===== src/rtl/id_stage.sv =====
// RV32I instruction-decode stage: decodes IF/ID, samples register-file operands,
// loads the ID/EX pipeline register and inserts load-use bubbles.
module id_stage (
    input  logic        clk,
    input  logic        rst_n,
    input  logic        if_valid,
    input  logic [31:0] if_pc,
    input  logic [31:0] if_instr,
    output logic [4:0]  r1_idx,
    output logic [4:0]  r2_idx,
    input  logic [31:0] reg1_data,
    input  logic [31:0] reg2_data,
    input  logic        flush_i,
    input  logic        hold_i,
    output logic        stall_o,
    output logic        idex_valid,
    output logic [31:0] idex_pc,
    output logic [31:0] idex_rs1_data,
    output logic [31:0] idex_rs2_data,
    output logic [31:0] idex_imm,
    output logic [4:0]  idex_rs1,
    output logic [4:0]  idex_rs2,
    output logic [4:0]  idex_rd,
    output logic [6:0]  idex_opcode,
    output logic [2:0]  idex_funct3,
    output logic        idex_funct7b5,
    output logic        idex_reg_write,
    output logic        idex_mem_read,
    output logic        idex_mem_write,
    output logic        idex_illegal
);

    localparam logic [6:0] OP_LUI    = 7'b0110111;
    localparam logic [6:0] OP_AUIPC  = 7'b0010111;
    localparam logic [6:0] OP_JAL    = 7'b1101111;
    localparam logic [6:0] OP_JALR   = 7'b1100111;
    localparam logic [6:0] OP_LOAD   = 7'b0000011;
    localparam logic [6:0] OP_OPIMM  = 7'b0010011;
    localparam logic [6:0] OP_STORE  = 7'b0100011;
    localparam logic [6:0] OP_BRANCH = 7'b1100011;
    localparam logic [6:0] OP_OP     = 7'b0110011;

    typedef struct packed {
        logic        valid;
        logic [31:0] pc;
        logic [31:0] rs1_data;
        logic [31:0] rs2_data;
        logic [31:0] imm;
        logic [4:0]  rs1;
        logic [4:0]  rs2;
        logic [4:0]  rd;
        logic [6:0]  opcode;
        logic [2:0]  funct3;
        logic        funct7b5;
        logic        reg_write;
        logic        mem_read;
        logic        mem_write;
        logic        illegal;
    } idex_t;

    idex_t       idex_q;
    idex_t       dec;
    logic [6:0]  opcode;
    logic [31:0] imm;
    logic        use_rs1;
    logic        use_rs2;
    logic        wr_en;
    logic        ld;
    logic        st;
    logic        ill;
    logic        hz;

    assign opcode = if_instr[6:0];
    assign r1_idx = if_instr[19:15];
    assign r2_idx = if_instr[24:20];

    always_comb begin
        imm     = '0;
        use_rs1 = 1'b0;
        use_rs2 = 1'b0;
        wr_en   = 1'b0;
        ld      = 1'b0;
        st      = 1'b0;
        ill     = 1'b0;
        case (opcode)
            OP_LUI, OP_AUIPC: begin
                imm   = {if_instr[31:12], 12'b0};
                wr_en = 1'b1;
            end
            OP_JAL: begin
                imm   = {{12{if_instr[31]}}, if_instr[19:12], if_instr[20], if_instr[30:21], 1'b0};
                wr_en = 1'b1;
            end
            OP_JALR, OP_LOAD, OP_OPIMM: begin
                imm     = {{20{if_instr[31]}}, if_instr[31:20]};
                use_rs1 = 1'b1;
                wr_en   = 1'b1;
                ld      = (opcode == OP_LOAD);
            end
            OP_STORE: begin
                imm     = {{20{if_instr[31]}}, if_instr[31:25], if_instr[11:7]};
                use_rs1 = 1'b1;
                use_rs2 = 1'b1;
                st      = 1'b1;
            end
            OP_BRANCH: begin
                imm     = {{20{if_instr[31]}}, if_instr[7], if_instr[30:25], if_instr[11:8], 1'b0};
                use_rs1 = 1'b1;
                use_rs2 = 1'b1;
            end
            OP_OP: begin
                use_rs1 = 1'b1;
                use_rs2 = 1'b1;
                wr_en   = 1'b1;
            end
            default: ill = 1'b1;
        endcase
    end

    // Control bits are suppressed for an empty IF/ID slot; data fields load regardless.
    always_comb begin
        dec           = '0;
        dec.valid     = if_valid;
        dec.pc        = if_pc;
        dec.rs1_data  = reg1_data;
        dec.rs2_data  = reg2_data;
        dec.imm       = imm;
        dec.rs1       = if_instr[19:15];
        dec.rs2       = if_instr[24:20];
        dec.rd        = if_instr[11:7];
        dec.opcode    = opcode;
        dec.funct3    = if_instr[14:12];
        dec.funct7b5  = if_instr[30];
        dec.reg_write = if_valid && wr_en && (if_instr[11:7] != 5'd0);
        dec.mem_read  = if_valid && ld;
        dec.mem_write = if_valid && st;
        dec.illegal   = if_valid && ill;
    end

    assign hz = if_valid && idex_q.valid && idex_q.mem_read && (idex_q.rd != 5'd0) &&
                ((use_rs1 && (idex_q.rd == r1_idx)) || (use_rs2 && (idex_q.rd == r2_idx)));

    assign stall_o = rst_n && !flush_i && (hold_i || hz);

    always_ff @(posedge clk) begin
        if (!rst_n) begin
            idex_q <= '0;
        end else if (flush_i) begin
            idex_q <= '0;
        end else if (hold_i) begin
            idex_q <= idex_q;
        end else if (hz) begin
            idex_q <= '0;
        end else begin
            idex_q <= dec;
        end
    end

    assign idex_valid     = idex_q.valid;
    assign idex_pc        = idex_q.pc;
    assign idex_rs1_data  = idex_q.rs1_data;
    assign idex_rs2_data  = idex_q.rs2_data;
    assign idex_imm       = idex_q.imm;
    assign idex_rs1       = idex_q.rs1;
    assign idex_rs2       = idex_q.rs2;
    assign idex_rd        = idex_q.rd;
    assign idex_opcode    = idex_q.opcode;
    assign idex_funct3    = idex_q.funct3;
    assign idex_funct7b5  = idex_q.funct7b5;
    assign idex_reg_write = idex_q.reg_write;
    assign idex_mem_read  = idex_q.mem_read;
    assign idex_mem_write = idex_q.mem_write;
    assign idex_illegal   = idex_q.illegal;

endmodule


===== config.mk =====
export PLATFORM = sky130hd
export DESIGN_NAME = id_stage
export DESIGN_NICKNAME = d
export VERILOG_FILES = /design/src/rtl/id_stage.sv
export SDC_FILE = /design/constraint.sdc
export NUM_CORES = 1
export LEC_CHECK = 0
export BUFFER_PORTS_ARGS = -buffer_cell sky130_fd_sc_hd__buf_4
export CORE_MARGIN = 3
export CORE_UTILIZATION = 44
export DETAILED_ROUTE_END_ITERATION = 6
export PLACE_DENSITY = 0.84
export REMOVE_ABC_BUFFERS = 1
export SLEW_MARGIN = 20
export SYNTH_ARGS = -nofsm -noshare
export SYNTH_HDL_FRONTEND = slang
export SYNTH_SLANG_ARGS = --single-unit

===== constraint.sdc =====
create_clock -name clk -period 2.4 [get_ports clk]
set_input_delay 0.24 -clock clk [delete_from_list [all_inputs] [get_ports clk]]
set_output_delay 0.24 -clock clk [all_outputs]
set_load 0.02 [all_outputs]

Word-level counts from Yosys, hierarchy flattened. Index checks and enable logic that the tools add are counted.

Register bits after elaboration: 159.

Equal/unequal tests: 11. Multiplexer cells: 8. Bitwise gates (word level): 1. Reductions and logical operators: 25.

Operators by type and width (count): $pmux W32 S5 (1); $mux W159 (1); $eq A7 B6 Y1 const B (3); $eq A7 B7 Y1 const B (3); $eq A7 B5 Y1 const B (2); $logic_and A1 B1 Y1 (13); $eq A5 B5 Y1 (2); $reduce_bool A5 Y1 (2); $reduce_or A9 Y1 (1); $eq A7 B2 Y1 const B (1); $reduce_or A7 Y1 (1); $mux W1 (6); $reduce_or A3 Y1 (2); $reduce_or A6 Y1 (1); $reduce_or A2 Y1 (2); $logic_or A1 B1 Y1 (2); $logic_not A1 Y1 (1); $not A1 Y1 (1).

Depth between registers and ports, before layout.
Word-level depth: 8. Mapped depth: 8. Depth with buffers taken out: 5.

Least setup slack after synthesis. Ideal clock, no wire load.

Path type: reg2reg. From: register idex_q (netlist bit idex_rd[3]). To: register idex_q (netlist bit idex_rd[0]). Arrival: 1.676 ns. Slack: 0.607 ns. Stages on the path, launching flop included: 8. Cell sequence: dfxtp_1 > xnor2_1 > o211ai_1 > o22ai_1 > a211oi_2 > buf_4 > buf_4 > a22o_1.

Word-level cells in the longest chain between the ends: 5.

RTL lines: start, declared (RTL line 61) `idex_t idex_q;`; start signal, assigned (RTL line 151) `idex_q <= idex_q;`; $eq A5 B5 Y1 (RTL line 141) `((use_rs1 && (idex_q.rd == r1_idx)) || (use_rs2 && (idex_q.rd == r2_idx)));`; $logic_and A1 B1 Y1 (RTL line 141); $logic_or A1 B1 Y1 (RTL line 141); $logic_and A1 B1 Y1 * (RTL line 140) `assign hz = if_valid && idex_q.valid && idex_q.mem_read && (idex_q.rd != 5'd0) &&`; $mux W159 * (RTL line 152) `end else if (hz) begin`.

Mark *: on every way between the ends. The rest lies on a longest branch, timed or not. A chain may end at the register's enable or synchronous reset.

Worst setup path after layout.
From: register idex_q (netlist bit idex_rd[3]). To: output port stall_o.

Word-level cells in the longest chain between the ends: 6.

RTL lines: $eq A5 B5 Y1 (RTL line 141); $logic_and A1 B1 Y1 (RTL line 141); $logic_or A1 B1 Y1 (RTL line 141); $logic_and A1 B1 Y1 * (RTL line 140); $logic_or A1 B1 Y1 * (RTL line 143) `assign stall_o = rst_n && !flush_i && (hold_i || hz);`; $logic_and A1 B1 Y1 * (RTL line 143); end, declared (RTL line 15) `output logic stall_o,`.

Marks and branches as above.

==> out/results.ini <==
[global_route]
antenna_found_initial=0
grt_use_total_pct=25.77
grt_pass1_vias=5193
grt_max_degree=95
grt_pass1_wl_mm=28.19
overflow=0

[clock_network]
clk_pin_slew_ns=0.07
clk_latency_ns=0.43
clockBufferDepth=2
cts_tree=yes
cts_max_level=4
cts_sinks=159
ctsRootBufferMaster=clkbuf_16
cts_buffers=17

[sta]
finalHoldViolCount=0
final.period_utilization_pct=93.18
rsz0062_at_grt=false
setup_viol=0
max_freq_mhz=447.2
timing.final.crit_period_ns=2.236
max_slew_margin_pct=55.61
slew_viol_final=0
worstMarginPinSlew_ns=0.6659
hold_ws_ns=0.02786
finClkSkew_ns=0.007344

[place]
gp_congestion=0.8542
hpwlAfterDp_mm=13.20
io_buffers=302

[floorplan]
start_util_pct=45.37
core_area_sq_um=12060
fp-row-count=40
ioPinCount=303
dieWidth_um=117.5
dieArea_sq_um=13810
fp.dieH_um=117.5

[yosys]
yosysSeqAreaShare_pct=58.16
syn_inst=497
ys_top_cells_by_area=dfxtp_1 (58%), a22o_1 (20%), a21oi_1 (2.7%), o21ai_0 (2.7%), buf_4 (2.5%)
syn_area_sq_um=5473
ys_warn_count=0
yosysTopAreaCell=dfxtp_1
avgSynthCellArea_sq_um=11.01
netlist-cell-type-count=39
synth.top_cell.area_share_pct=58.16
synth_seq_cells=159

[critical_path]
crit_fanout=5
start_kind=flop
cp.required_ns=2.16
worstSetupPathType=flop to primary output
worst_setup_path_end_kind=primary output
arrival_ns=2.00

[drt]
drt_iter0_markers=361
firstDrtPassIters=7
drcViolationCount=0
viasPerCell=5.471
vias=5225
final_antenna_net_count=0
wire_per_inst_um=19.09
routed_wl_mm=18.23

[final_layout]
fill_cells=891
antennaDiodeCount=0
area_growth_pct=53.18
nNetsFinal=907
drive_above_1_share_pct=44.09

[power_and_ir_drop]
pwr_density_cell_nw_per_um2=717.9
vdd_drop_max_mv=0.4503
finalPower_uw=6018
power.leakage_uw=0.003785

[flow_run]
drv_cap=0

[run_status]
run_status=completed

[min_path]
worstHoldPathType=primary input to flop

area by class of cell:
cell class | instances | area [sq um] | area share (%)
multi-input combinational | 285 | 2037 | 24.30
tap | 168 | 210.2 | 2.507
timing repair buffer | 311 | 2372 | 28.30
sequential | 159 | 3183 | 37.97
clock inverter | 13 | 127.6 | 1.522
clock buffer | 19 | 452.9 | 5.403
final timing paths:
path	to	startpoint	depth (start not counted)	slack [ns]
hold reg to reg	idex_imm[3]$_SDFFE_PN0N_	idex_imm[3]$_SDFFE_PN0N_	2	0.46
hold / removal	idex_rs1_data[29]$_SDFFE_PN0N_	reg1_data[29]	2	0.03
setup / recovery	stall_o	idex_rd[3]$_SDFFE_PN0N_	6	0.16
setup reg to reg	idex_rs2_data[12]$_SDFFE_PN0N_	idex_rd[3]$_SDFFE_PN0N_	6	0.37
cell usage after synthesis:
cell and count:
nand3_1 2, xnor2_1 10, buf_2 7, a22o_1 124
buf_1 1, a21o_1 1, a22oi_1 4, a211oi_2 1
a32o_1 9, o21a_1 1, or4_1 1, nand3b_1 1
o41ai_1 1, nor2b_1 1, o211ai_1 1, a211o_1 1
and4b_1 2, nor3_1 2, nand2_1 33, nor2_1 11
o31ai_1 1, nor4_1 1, nand2b_1 3, and3_1 1
buf_4 18, a21boi_0 1, clkbuf_1 27, nor4b_1 1
a32oi_1 1, o22ai_1 1, nand4_1 3, a21oi_1 29
and3b_1 2, o32ai_1 1, mux2i_1 1, nor3b_1 1
and2_1 3, o21ai_0 29, dfxtp_1 159
per-stage QoR:
stage	cell area, sq um	setup TNS (ns)	setup slack (ns)	cells	util, %
floorplan	5197	-428.15	-3.029	444	-
global placement	7796	0	0.3499	923	64.64
detailed placement	7796	0	0.2678	923	64.64
CTS	8377	0	0.05907	955	69.45
global route	8383	0	0.1047	955	69.50
finish	8383	0	0.1636	955	69.50
power by group:
| group | internal, uW | total (uW) | switching [uW] |
|---|---|---|---|
| Combinational | 326 | 648 | 322 |
| Clock | 1500 | 2610 | 1110 |
| Sequential | 2710 | 2760 | 46.8 |
sequential cells by signal, indices dropped and copies added (netlist names), 3 cells and up:
signal and cells:
idex_funct3 3, idex_rd 5, idex_rs1 5, idex_rs2_data 32, idex_imm 32, idex_opcode 7
idex_rs1_data 32, idex_rs2 5, idex_pc 32
placed cells by master, fill, tap and decap left out, types with 2 or more instances in the layout:
cell	n
nor2_1	11
nand2b_1	3
a22oi_1	4
buf_4	308
and4b_1	2
a21oi_1	29
a32o_1	9
and2_1	2
a22o_1	124
dfxtp_1	159
clkinv_2	2
clkinv_4	2
inv_6	5
clkbuf_8	2
nand2_1	33
and3b_1	2
o21ai_0	29
clkbuf_16	17
clkinvlp_4	2
nor3_1	2
buf_12	3
nand4_1	3
nand3_1	2
xnor2_1	10
worst max-delay path, cell delays in order (launching register included):
cell and delay [ns]:
dfxtp_1 0.49, xnor2_1 0.17, o211ai_1 0.13, o22ai_2 0.29, and2_1 0.21, o21a_1 0.14
buf_4 0.14
per-layer routing:
layer | global-route usage (%) | up-vias | routed length (um)
met5 | 0 | - | 0
met4 | 13.70 | 0 | 812
met3 | 9.034 | 53 | 1594
met2 | 42.63 | 285 | 8832
met1 | 29.34 | 2477 | 6993
li1 | - | 2410 | -
logic make-up (layout without fill, tap and decap cells):
family | after synthesis | count (layout) | synth area share (%)
compound gates | 206 | 206 | 29.01
flops | 159 | 159 | 58.16
simple gates | 68 | 68 | 6.013
xor+xnor | 10 | 10 | 1.600
buf+inv | 53 | 343 | 5.030
mux | 1 | 1 | 0.1829
what timing repair did:
item / CTS / global route
endpoints found under the hold margin: 0 / 0
hold buffers: 0 / 0
setup buffers: 0 / 0
gates resized for setup: 0 / 1
setup endpoints to repair: 0 / 1
Power figures use the tool's default switching activity.
